## config.mk

```make
export PLATFORM = sky130hd
export DESIGN_NAME = dp_ram_fifo_ctrl
export DESIGN_NICKNAME = d
export VERILOG_FILES = /design/src/rtl/dp_ram_fifo_ctrl.sv
export SDC_FILE = /design/constraint.sdc
export NUM_CORES = 1
export LEC_CHECK = 0
export ABC_AREA = 1
export CORE_ASPECT_RATIO = 0.6
export CORE_MARGIN = 2
export CORE_UTILIZATION = 45
export CTS_CLUSTER_SIZE = 25
export DETAILED_ROUTE_END_ITERATION = 16
export PLACE_DENSITY = 0.84
export SLEW_MARGIN = 20
export SYNTH_ARGS = -nofsm -noshare
export SYNTH_HDL_FRONTEND = slang
export SYNTH_SLANG_ARGS = --single-unit
```

## constraint.sdc

```tcl
create_clock -name CLK -period 11.9 [get_ports CLK]
set_input_delay 3.57 -clock CLK [delete_from_list [all_inputs] [get_ports CLK]]
set_output_delay 3.57 -clock CLK [all_outputs]
set_load 0.02 [all_outputs]
```

## src/rtl/dp_ram_fifo_ctrl.sv

```systemverilog
// First-word-fall-through FIFO controller around a single-clock two-port RAM macro.
// A 2-entry register buffer hides the 1-cycle RAM read latency so push and pop can both run every cycle.
module dp_ram_fifo_ctrl #(
    parameter int ADDR_WIDTH = 4,
    parameter int DATA_WIDTH = 32
) (
    input  logic                  CLK,
    input  logic                  RST,
    input  logic                  wr_valid,
    output logic                  wr_ready,
    input  logic [DATA_WIDTH-1:0] wr_data,
    output logic                  rd_valid,
    input  logic                  rd_ready,
    output logic [DATA_WIDTH-1:0] rd_data,
    output logic [ADDR_WIDTH+1:0] count,
    output logic [ADDR_WIDTH-1:0] ram_AA,
    output logic                  ram_CEA,
    output logic [ADDR_WIDTH-1:0] ram_AB,
    output logic                  ram_CEB,
    output logic [DATA_WIDTH-1:0] ram_DB,
    output logic [DATA_WIDTH-1:0] ram_BWB,
    input  logic [DATA_WIDTH-1:0] ram_QA
);

    localparam logic [ADDR_WIDTH:0] DEPTH = {1'b1, {ADDR_WIDTH{1'b0}}};
    localparam int OBUF_DEPTH = 2;

    logic [ADDR_WIDTH-1:0] wr_ptr_reg;
    logic [ADDR_WIDTH-1:0] rd_ptr_reg;
    logic [ADDR_WIDTH:0]   ram_count_reg;
    logic [ADDR_WIDTH:0]   ram_count_next;
    logic                  inflight_reg;
    logic [1:0]            obuf_cnt_reg;
    logic [1:0]            obuf_cnt_next;
    logic [1:0]            obuf_wr_idx;
    logic [DATA_WIDTH-1:0] obuf_reg  [OBUF_DEPTH];
    logic [DATA_WIDTH-1:0] obuf_next [OBUF_DEPTH];
    logic                  push;
    logic                  pop;
    logic [2:0]            pending;

    assign wr_ready = (ram_count_reg != DEPTH);
    assign push     = wr_valid & wr_ready;
    assign ram_CEB  = push;
    assign ram_AB   = wr_ptr_reg;
    assign ram_DB   = wr_data;
    assign ram_BWB  = '1;

    assign rd_valid = (obuf_cnt_reg != 2'd0);
    assign rd_data  = obuf_reg[0];
    assign pop      = rd_valid & rd_ready;

    // Only issue a read if the buffer will have room for its data next cycle.
    assign pending  = 3'(obuf_cnt_reg) + 3'(inflight_reg) - 3'(pop);
    assign ram_CEA  = (ram_count_reg != '0) && (pending < 3'd2);
    assign ram_AA   = rd_ptr_reg;

    assign count = {1'b0, ram_count_reg}
                 + (ADDR_WIDTH+2)'(inflight_reg)
                 + (ADDR_WIDTH+2)'(obuf_cnt_reg);

    always_comb begin
        ram_count_next = ram_count_reg;
        if (push && !ram_CEA) begin
            ram_count_next = ram_count_reg + (ADDR_WIDTH+1)'(1);
        end else if (!push && ram_CEA) begin
            ram_count_next = ram_count_reg - (ADDR_WIDTH+1)'(1);
        end
    end

    assign obuf_cnt_next = obuf_cnt_reg + 2'(inflight_reg) - 2'(pop);
    // Returning data lands in the first slot left free after this cycle's pop shift.
    assign obuf_wr_idx   = obuf_cnt_reg - 2'(pop);

    generate
        for (genvar gi = 0; gi < OBUF_DEPTH; gi++) begin : g_obuf
            logic [DATA_WIDTH-1:0] shift_in;
            if (gi < OBUF_DEPTH - 1) begin : g_shift
                assign shift_in = obuf_reg[gi+1];
            end else begin : g_hold
                assign shift_in = obuf_reg[gi];
            end
            assign obuf_next[gi] = (inflight_reg && (obuf_wr_idx == 2'(gi))) ? ram_QA :
                                   pop ? shift_in : obuf_reg[gi];
        end
    endgenerate

    always_ff @(posedge CLK) begin
        if (RST) begin
            wr_ptr_reg    <= '0;
            rd_ptr_reg    <= '0;
            ram_count_reg <= '0;
            inflight_reg  <= 1'b0;
            obuf_cnt_reg  <= 2'd0;
        end else begin
            if (push) begin
                wr_ptr_reg <= wr_ptr_reg + ADDR_WIDTH'(1);
            end
            if (ram_CEA) begin
                rd_ptr_reg <= rd_ptr_reg + ADDR_WIDTH'(1);
            end
            ram_count_reg <= ram_count_next;
            inflight_reg  <= ram_CEA;
            obuf_cnt_reg  <= obuf_cnt_next;
        end
    end

    always_ff @(posedge CLK) begin
        obuf_reg <= obuf_next;
    end

    always_ff @(posedge CLK) begin
        if (!RST) begin
            assert (obuf_cnt_reg <= 2'd2);
        end
    end

endmodule

```

* Word level (Yosys, flattened, before mapping)
Index checks and enable logic that the tools add are counted.
** Storage, ports and cells
- Flip-flop bits (word level) :: 80
- Input port bits :: 68
- Output and inout bits :: 114
- Logic and storage cells :: 39
** Cells by class
- Add/subtract/negate cells :: 11
- Order comparisons :: 1
- Equality and inequality tests :: 2
- Mux-type cells :: 4
- Bitwise gates (word level) :: 2
- Reductions and logical operators :: 12
** Operators by type and width (count)
- two-way mux 32 bit :: 2
- two-way mux 5 bit :: 2
- adder 4 x 1 -> 4 bit (second input constant) :: 2
- adder 5 x 1 -> 6 bit :: 1
- adder 6 x 2 -> 6 bit :: 1
- nonzero test 2 bit :: 3
- adder 5 x 1 -> 5 bit (second input constant) :: 1
- logical AND 1 bit :: 5
- inequality test 5 bit (second input constant) :: 1
- nonzero test 5 bit :: 1
- subtractor 5 x 1 -> 5 bit (second input constant) :: 1
- subtractor 2 x 1 -> 2 bit :: 2
- adder 2 x 1 -> 3 bit :: 1
- < comparator 3 x 2 -> 1 bit (second input constant) :: 1
- subtractor 3 x 1 -> 3 bit :: 1
- adder 2 x 1 -> 2 bit :: 1
- AND 1 bit :: 2
- equality test 2 x 1 -> 1 bit (second input constant) :: 1
- logical NOT 1 bit :: 2
- logical NOT 2 bit :: 1

* Depth between registers and ports, before layout
- Word-level depth :: 8
- Depth in mapped cells :: 24
- Depth with buffers taken out :: 22

* Worst setup path before layout
Ideal clock, no wire load.
- Path type :: input-to-output
- Start :: input port rd_ready
- End :: output port ram_CEA
- Arrival time :: 5.361 ns
- Setup slack :: 2.969 ns
- Stages :: 13
- Path through :: nand2_1 -> inv_1 -> ha_1 -> buf_2 -> buf_2 -> inv_1 -> ha_1 -> fa_1 -> inv_1 -> nand2_1 -> nor2_4 -> nand2_4 -> inv_4
** Between the ends
- Longest elaborated chain between the ends :: 4
** Ends and longest elaborated chain
- start: declaration :: RTL line 13 : input logic rd_ready,
- AND 1 bit :: RTL line 51 : assign pop = rd_valid & rd_ready;
- subtractor 3 x 1 -> 3 bit :: RTL line 54 : assign pending = 3'(obuf_cnt_reg) + 3'(inflight_reg) - 3'(pop);
- < comparator 3 x 2 -> 1 bit :: RTL line 55 : assign ram_CEA = (ram_count_reg != '0) && (pending < 3'd2);
- logical AND 1 bit :: RTL line 55
- end: declaration :: RTL line 17 : output logic ram_CEA,
Every way passes these cells.

* Final worst setup path
Same ends and word-level chain as after synthesis.

==> impl_metrics.py <==
metrics = {
    "status": {
        "status": "completed",
    },
    "clock_tree": {
        "post_cts_resized": 0,
        "cts_sinks": 80,
        "cts_setup_buffers": 0,
        "cts_made_buffers": 9,
        "htree_levels": 3,
        "cts_root_buf": "clkbuf_16",
        "clkTransAtPathRegs_ps": 60,
        "postCtsHoldBufs": 0,
        "clk_latency_ps": 330,
        "clk_path_buf_depth": 2,
        "cts_tree": "built",
    },
    "yosys": {
        "syn-cell-area_um2": 3990,
        "synth_top_family_by_area": "simple AND/OR/NAND/NOR gates",
        "synthTopCellsByArea": "edfxtp_1 48%, buf_4 12%, nand2_1 8.1%",
        "ys_ff_latch": 80,
        "ys_seq_area_frac": 0.562,
        "synth_top_area_cell": "edfxtp_1",
        "synth-xor-area-share": 0.0132,
        "synth_compound_area_frac": 0.0210,
        "yosysUniqueCellTypes": 25,
        "yosys_warnings": 0,
        "syn_avg_cell_area_um2": 10.4,
        "synth_mux_area_frac": 0,
        "synthCells": 384,
        "yosys.area.top_type_share": 0.482,
        "synthAdderAreaFrac": 0.0515,
        "yosys.area_share.simple": 0.189,
    },
    "critical_path": {
        "slowest_stage": "clkdlybuf4s50_1",
        "cp-start-kind": "primary input",
        "cpPeakStageDelay_ps": 590,
        "crit_cells": 14,
        "crit_fanout": 35,
        "rr_worst_depth": 21,
        "path_cells": "clkdlybuf4s50_1 > nand2_1 > inv_1 > ha_1 > buf_4 > inv_1 > ha_1 > fa_1 > inv_1 > nand2_1 > nor2_4 > nand2_4 > inv_4 > clkdlybuf4s50_1",
        "cp_data_required_time_ps": 8330,
        "cp_num_buf_inv": 7,
        "crit_top_cell": "inv_1",
        "end_kind": "output port",
        "cp_top_family": "buffers and inverters",
        "arrival_ps": 6510,
        "criticalPathCategory": "in2out",
    },
    "sta": {
        "fmax_mhz": 99.2,
        "relSlewSlack": 0.480,
        "period_share": 0.847,
        "rsz0062_at_grt": "no",
        "setup_slack_ps": 1820,
        "final-max-slew-violation-count": 0,
        "tightestPinTransition_ps": 778,
        "setup_viol": 0,
        "tns_ps": 0,
        "period_needed_ps": 10080,
        "fin_skew_ps": 7.49,
        "hold_violations": 0,
    },
    "finish": {
        "final_util": 0.571,
        "antennaDiodeCount": 0,
        "fillers": 724,
        "finalNonFillerCells": 556,
        "area_delta_synth_final_pct": 22.5,
        "multiInputGateArea_um2": 1220,
        "nets": 521,
        "seqCellArea_um2": 2240,
        "drive_above_1_share": 0.0811,
    },
    "global_route": {
        "first_global_vias": 2531,
        "grt_pass1_wl_um": 12400,
        "grt_usage": 0.165,
        "grt_max_degree": 36,
        "overflow": 0,
        "antenna_found_initial": 0,
    },
    "floorplan": {
        "initial_core_util": 0.466,
        "dieHeight_um": 76.9,
        "die_w_um": 126,
        "dieArea_um2": 9650,
        "rows": 26,
        "coreArea_um2": 8560,
        "ios": 182,
    },
    "pwr": {
        "design_power_total_mw": 1.31,
        "clkPwrFrac": 0.206,
        "switching_share": 0.385,
        "vdd_drop_max_uv": 85.8,
        "p_int_mw": 0.803,
        "seq_power_share": 0.349,
        "p_sw_mw": 0.503,
        "leakagePower_nw": 2.03,
        "powerDensity_nw_per_um2": 267,
        "combPwrFrac": 0.446,
    },
    "worst_hold_path": {
        "hold_path.class": "reg2reg",
        "min_path_cells": 2,
    },
    "routing": {
        "avgViaCountPerCell": 4.67,
        "ant_nets": 0,
        "finalWirelength_um": 7610,
        "drcViolationCount": 0,
        "dr.pass1.iters": 4,
        "drt_iter0_markers": 159,
        "num_vias": 2597,
        "route.detailed.wl_per_inst_um": 13.7,
    },
    "job": {
        "drv_cap": 0,
    },
    "placement": {
        "dp_hpwl_um": 5330,
        "place_congestion": 0.808,
        "preCtsSetupSlack_ps": 1810,
        "port_buffers": 85,
        "dp_cells": 540,
    },
}
[synth_stat cells]
| master | n |
|---|---|
| nor2_4 | 4 |
| nor4_1 | 1 |
| nor2_1 | 18 |
| nand2_4 | 1 |
| fa_1 | 4 |
| nand2_2 | 4 |
| o21ai_0 | 7 |
| a21oi_1 | 8 |
| dfxtp_1 | 16 |
| a21oi_2 | 1 |
| inv_2 | 3 |
| nand2_1 | 86 |
| edfxtp_1 | 64 |
| inv_1 | 25 |
| nand3_4 | 2 |
| inv_4 | 1 |
| nor3_1 | 1 |
| nand4_1 | 2 |
| conb_1 | 1 |
| nand3_1 | 43 |
| buf_4 | 64 |
| or2_2 | 1 |
| ha_1 | 10 |
| buf_2 | 11 |
| xor2_1 | 6 |
[worst paths after layout]
| kind | start | end | slack [ps] |
|---|---|---|---|
| setup / recovery | rd_ready | ram_CEA | 1820 |
| setup reg to reg | obuf_cnt_reg[1]$_SDFF_PP0_ | ram_count_reg[4]$_SDFFE_PP0P_ | 8000 |
| hold / removal | g_obuf[0].shift_in[17]$_DFFE_PP_ | rd_data[17]$_DFFE_PP_ | 510 |
| hold reg to reg | g_obuf[0].shift_in[17]$_DFFE_PP_ | rd_data[17]$_DFFE_PP_ | 510 |
[area by class of cell]
type,count,area share
Sequential cell,80,0.459
Inverter,29,0.0228
Clock inverter,6,0.0138
Multi-Input combinational cell,231,0.250
Timing Repair Buffer,88,0.179
Tap cell,112,0.0287
Clock buffer,10,0.0469
[power by group through the flow]
| stage | Combinational (mW) | Clock [mW] | Sequential, mW |
|---|---|---|---|
| floorplan | 0.316 | 0 | 0.528 |
| global placement | 0.567 | 0 | 0.457 |
| detailed placement | 0.587 | 0 | 0.461 |
| CTS | 0.588 | 0.276 | 0.457 |
| global route | 0.643 | 0.288 | 0.465 |
| finish | 0.582 | 0.269 | 0.455 |
[kinds of logic (layout without fill, tap and decap cells)]
group,count (synthesis),in the layout
AOI/OAI and AO/OA,16,16
xor gates and xnor gates,6,6
adders and majority gates,14,14
buffers and inverters,104,133
DFF,80,80
other,1,32
and+or+nand+nor,163,163
[cells in the final DEF (no fill, tap or decap)]
cell type,count
a21oi_1,8
a21oi_2,1
buf_4,3
bufinv_16,1
clkbuf_1,1
clkbuf_16,9
clkdlybuf4s50_1,85
clkinv_2,1
clkinv_4,1
clkinvlp_4,2
conb_1,32
dfxtp_1,16
edfxtp_1,64
fa_1,4
ha_1,10
inv_1,25
inv_2,3
inv_4,1
inv_6,1
nand2_1,86
nand2_2,4
nand2_4,1
nand3_1,43
nand3_4,2
nand4_1,2
nor2_1,18
nor2_4,4
nor3_2,1
nor4_1,1
o21ai_0,7
or2_2,1
xor2_1,6
[stage by stage]
stage | hold slack, ps | cell area (um2)
final | 510 | 4880
after floorplan | 487 | 4100
after global placement | 490 | 4590
after detailed placement | 497 | 4590
after CTS | 509 | 4880
after global routing | 528 | 4880
[layer usage]
metal / part of all wire / vias to the layer above / GRT usage
met5: 0 / - / 0
met4: 0.018 / 0 / 0.0678
met3: 0.069 / 16 / 0.0523
met2: 0.46 / 104 / 0.259
met1: 0.45 / 1201 / 0.214
li1: - / 1276 / -
[worst reg2reg max path, delay by kind of cell, from the launching register on]
family        cells  cell delay (ps)
fa+ha+maj         5             1420
simple gates      9             1050
buf+inv           7              930
flops             1              380
Power figures use the tool's default switching activity.
==> variant 1 (same settings) <==
`ADDR_WIDTH`: 4 -> 6.
--- a/src/rtl/dp_ram_fifo_ctrl.sv
+++ b/src/rtl/dp_ram_fifo_ctrl.sv
@@ -1,7 +1,7 @@
 // First-word-fall-through FIFO controller around a single-clock two-port RAM macro.
 // A 2-entry register buffer hides the 1-cycle RAM read latency so push and pop can both run every cycle.
 module dp_ram_fifo_ctrl #(
-    parameter int ADDR_WIDTH = 4,
+    parameter int ADDR_WIDTH = 6,
     parameter int DATA_WIDTH = 32
 ) (
     input  logic                  CLK,
Interface: changed (resized count, ram_AA and ram_AB); port bits go from 182 to 188. No check against the original RTL was run, so the function may have changed too.
==> variant 1 against the unedited design <==
Area after synthesis is 8.2% higher. Design area is 8.7% higher. Setup slack better by 39 ps. Via count is 6.5% higher. Power is 8.6% higher. Sequential cell count is 6 higher. Die area is 7.8% higher. Sequential share of layout area is 1.4 points lower. Wire length is 18% higher.
==> variant 1: results (changes against the unedited design) <==
| Metric | Value |
|---|---|
| Port buffer count | `91 (+7.1%)` |
| Xor/xnor share of the synthesized area | `2.64% (+1.3 points)` |
| DRT Wirelength | `8.94 mm (+18%)` |
| Worst R2R Setup Slack | `8050 ps (+50 ps)` |
| P_sw | `538 uW (+6.9%)` |
| Vias in the first global route | `2612 (+3.2%)` |
| Run status | `finished clean` |
| Complex-gate fraction of the synthesized area | `3.22% (+1.1 points)` |
| Crit path max-delay cell type | `clkdlybuf4s50_1` |
| EDFF count, synth | `64 (unchanged)` |
| Number of buffers added for setup after CTS | `0 (unchanged)` |
| Sequential fraction of the synthesis area | `54.8% (-1.5 points)` |
| Largest net degree at the start of global routing | `34 (-5.6%)` |
| Initial antenna violation count | `0 (unchanged)` |
| Maximum fanout along the worst path | `8 (-77%)` |
| Hpwl dp | `6.63 mm (+24%)` |
| Layout cell share with drive strength beyond 1 | `14.2% (+6.1 points)` |
| Adder-cell share of the synthesized area | `5.34% (+0.19 points)` |
| Clock Path Buffers | `2 (unchanged)` |
| Worst VDD drop | `0.000125 V (+46%)` |
| Leak pwr | `2.12 nW (+4.4%)` |
| Total track usage | `16.8% (+0.25 points)` |
| Initial DRC Count | `128 (-19%)` |
| Slew @ Worst Pin | `841 ps (+62.3 ps)` |
| FFs w/ async S/R, synth | `0% (unchanged)` |
| CP max stage delay | `610 ps (+20 ps)` |
| Critical path data arrival time | `6480 ps (-30 ps)` |
| Gpl congestion | `0.832 (+2.9%)` |
| H-tree Lvls | `3 (unchanged)` |
| Post-synth top cells | `buf_4, edfxtp_1, nand2_1` |
| Multiplexer share of the synthesized area | `8.36% (+8.4 points)` |
| Yosys warns | `0 (unchanged)` |
| Synth unique cells | `28 (+12%)` |
| Setup Skew | `6.16 ps (-1.33 ps)` |
| Area contributors post-synth | `edfxtp_1, buf_4, dfxtp_1` |
| Final net count | `530 (+1.7%)` |
| Global-route wire length before repair | `13.1 mm (+5.4%)` |
| Via density | `4.76 (+1.9%)` |
| Ant diodes | `0 (unchanged)` |
| Root Driver | `clkbuf_16` |
[variant 1: cell count changes after synthesis, moves of 4 or more]
cell	unedited run	this run
inv_1	25	35
xnor2_1	0	4
buf_2	11	0
a21oi_1	8	16
nand2_1	86	48
nand3_1	43	15
mux2_2	0	32
dfxtp_1	16	22
[variant 1: logic make-up after synthesis]
kind of cell | after synthesis
adders and majority gates | 16
AOI/OAI and AO/OA | 25
other | 1
and+or+nand+nor | 99
DFF | 86
muxes | 32
xor gates and xnor gates | 13
buffers and inverters | 107
[variant 1: cell type report]
type,count,area [sq um]
flip-flops and latches,86,2360
fillers,804,3950
multi-input cells,217,1410
well taps,130,163
inverters,39,151
repair buffers,93,926
clock inverters,6,70.1
clock buffers,10,229
[variant 1: stage by stage]
stage | setup WS, ps | std cells | instance area, sq um | hold slack [ps] | utilization (%)
CTS | 1860 | 581 | 5310 | 509 | 57.4
global route | 1730 | 581 | 5310 | 552 | 57.4
finish | 1850 | 581 | 5310 | 516 | 57.4
floorplan | 3200 | 410 | 4430 | 523 | -
global placement | 2130 | 565 | 5000 | 485 | 54.1
detailed placement | 1890 | 565 | 5010 | 500 | 54.1
[variant 1: critical path, delay by kind of cell]
| family | cells | cell delay [ps] |
|---|---|---|
| buffers and inverters | 6 | 1360 |
| adders and majority gates | 3 | 1010 |
| and+or+nand+nor | 3 | 370 |
| AOI/OAI and AO/OA | 1 | 150 |
[variant 1: path summary, 6_finish.rpt]
path / from / endpoint / cells after the start
hold / removal: ram_AB[5] / ram_AB[5] / 2
setup / recovery: rd_ready / ram_CEA / 13
setup reg to reg: obuf_cnt_reg[1] / ram_count_reg[4] / 22
hold reg to reg: ram_AB[5] / ram_AB[5] / 2
[variant 1: layer usage]
layer,global-route usage (%),vias up,routed length [um]
met5,0,-,0
met4,6.60,0,178
met3,5.83,16,656
met2,27.6,124,4290
met1,20.4,1311,3820
li1,-,1315,-
[variant 1: power groups by stage]
stage                     Sequential (mW)  Clock, mW  Combinational (mW)
final                               0.483      0.278               0.657
after global routing                0.494      0.295               0.714
after CTS                           0.485      0.286               0.664
after detailed placement            0.490          0               0.661
after global placement              0.486          0               0.633
after floorplan                     0.558          0               0.369
==> variant 2 (config.mk and constraints unchanged) <==
Made on the original files. Make the reset (`RST`) asynchronous in one clocked block.
--- a/src/rtl/dp_ram_fifo_ctrl.sv
+++ b/src/rtl/dp_ram_fifo_ctrl.sv
@@ -85,7 +85,7 @@
         end
     endgenerate
 
-    always_ff @(posedge CLK) begin
+    always_ff @(posedge CLK or posedge RST) begin
         if (RST) begin
             wr_ptr_reg    <= '0;
             rd_ptr_reg    <= '0;
Check against the original RTL: differs if RST is asserted again (counterexample within 4 cycles, from zero or initial values and one cycle with RST high); with RST held inactive, the same outputs for 10 cycles.
==> variant 2 against the unedited design <==
Design area grew 0.77%. Hold slack lost 1.4 ps. Maximum frequency shrank 1.8%. Area after synthesis grew 1.4%. Power grew 13%. Synthesized cell count shrank 2.6%. Sequential cell count is the same. Die area grew 1.3%. Wire length grew 1.6%. Cell count shrank 1.6%. Setup slack lost 190 ps. Count of clock-buffer cells in the layout grew 1. Critical endpoint unchanged.
==> variant 2: results (changes against the unedited design) <==
| Metric | Value |
|---|---|
| Complex-gate fraction of the synthesized area | `0.279% (-1.8 points)` |
| EDFF count, synth | `64 (unchanged)` |
| Critical R2R Launch | `obuf_cnt_reg[1]` |
| Total track usage | `16.4% (-0.10 points)` |
| DP Worst Slack | `1640 ps (-177 ps)` |
| Reg clk slew, reported paths | `60 ps (about the same)` |
| Clk Latency, worst-skew pair | `330 ps (about the same)` |
| Initial DRC Count | `155 (-2.5%)` |
| Met1 Track Usage GR | `21.2% (-0.28 points)` |
| Setup Skew | `4.56 ps (-2.93 ps)` |
| Hold Crit Endpoint | `rd_data[21]` |
| Area contributors post-synth | `edfxtp_1, buf_4, nand2_1` |
| FFs w/ async S/R, synth | `20.0% (+20 points)` |
| DR pass1 iterations | `6 (+2)` |
| Hold Path Depth | `2 (unchanged)` |
| FMAX | `97.4 MHz (-1.8%)` |
| Met3 Use GR | `5.17% (-0.061 points)` |
| Final net count | `512 (-1.7%)` |
| Worst R2R Setup Slack | `7860 ps (-140 ps)` |
| Xor/xnor share of the synthesized area | `1.30% (-0.018 points)` |
| Hpwl dp | `5.54 mm (+3.9%)` |
| Critical path data arrival time | `6700 ps (+190 ps)` |
| Clock Path Buffers | `2 (unchanged)` |
| # resized after CTS | `0 (unchanged)` |
| Post-synth top cells | `nand2_1, buf_4, edfxtp_1` |
| Worst hold slack | `509 ps (-1.45 ps)` |
| Sequential fraction of the synthesis area | `57.4% (+1.2 points)` |
| Leak pwr | `2.12 nW (+4.5%)` |
| Global-route wire length before repair | `12.3 mm (-0.77%)` |
| Run status | `finished clean` |
| Ant diodes | `0 (unchanged)` |
| Vias in the first global route | `2446 (-3.4%)` |
| Grt met2 use | `26.2% (+0.31 points)` |
| DRT Wirelength | `7.73 mm (+1.6%)` |
| Gpl congestion | `0.813 (+0.57%)` |
| Layout cell share with drive strength beyond 1 | `7.59% (-0.52 points)` |
| Adder-cell share of the synthesized area | `5.08% (-0.072 points)` |
| Hold_sp | `g_obuf[0].shift_in[21]` |
| Reg-to-reg endpoint | `ram_count_reg[4]` |
| Via density | `4.69 (+0.35%)` |
| Initial antenna violation count | `0 (unchanged)` |
| Worst VDD drop | `0.000125 V (+45%)` |
| Slew headroom | `48.8% (+0.85 points)` |
| Worst min path class | `register to register` |
| Root Driver | `clkbuf_16` |
[variant 2: cell types whose count changed in the layout (fill, tap and decap cells not counted), moves of 4 or more]
| cell | change |
|---|---|
| a21oi_1 | -8 |
| nand2_2 | -4 |
| dfrtp_1 | +16 |
| nor2_1 | -13 |
| inv_1 | -6 |
| o21ai_0 | -6 |
| dfxtp_1 | -16 |
| nand2_1 | +22 |
[variant 2: layer usage]
metal | up-vias | routed length, um
met5 | - | 0
met4 | 0 | 121
met3 | 10 | 470
met2 | 106 | 3660
met1 | 1197 | 3480
li1 | 1251 | -
[variant 2: worst max-delay path by stage]
stage                         from       to  cells after the start
after floorplan           rd_ready  ram_CEA                     13
after global placement    rd_ready  ram_CEA                     14
after detailed placement  rd_ready  ram_CEA                     14
after CTS                 rd_ready  ram_CEA                     14
after global routing      rd_ready  ram_CEA                     14
final                     rd_ready  ram_CEA                     14
[variant 2: per-stage QoR]
step	utilization [%]	std cells	area, sq um	total power [mW]
final	57.1	547	4920	1.48
after global routing	57.1	547	4920	1.58
after CTS	57.1	547	4920	1.49
after detailed placement	53.6	531	4620	1.21
after global placement	53.6	531	4620	1.17
after floorplan	-	405	4160	0.969
[variant 2: cell type report]
type	instances	area (sq um)
fillers	715	3700
repair buffers	88	873
clock buffers	11	243
well taps	112	140
multi-input cells	228	1200
clock inverters	5	56.3
inverters	23	86.3
flip-flops and latches	80	2320
[variant 2: where the power goes]
part | total (mW) | internal [mW] | switching [mW] | leakage, nW
Sequential | 0.488 | 0.428 | 0.0599 | 0.798
Combinational | 0.719 | 0.284 | 0.435 | 1.18
Clock | 0.273 | 0.168 | 0.105 | 0.146
Total | 1.48 | 0.881 | 0.600 | 2.12
[variant 2: tightest hold or removal path, cell delays in order (launching register included)]
cell and delay (ps):
edfxtp_1 320, nand2_1 50, nand2_1 40
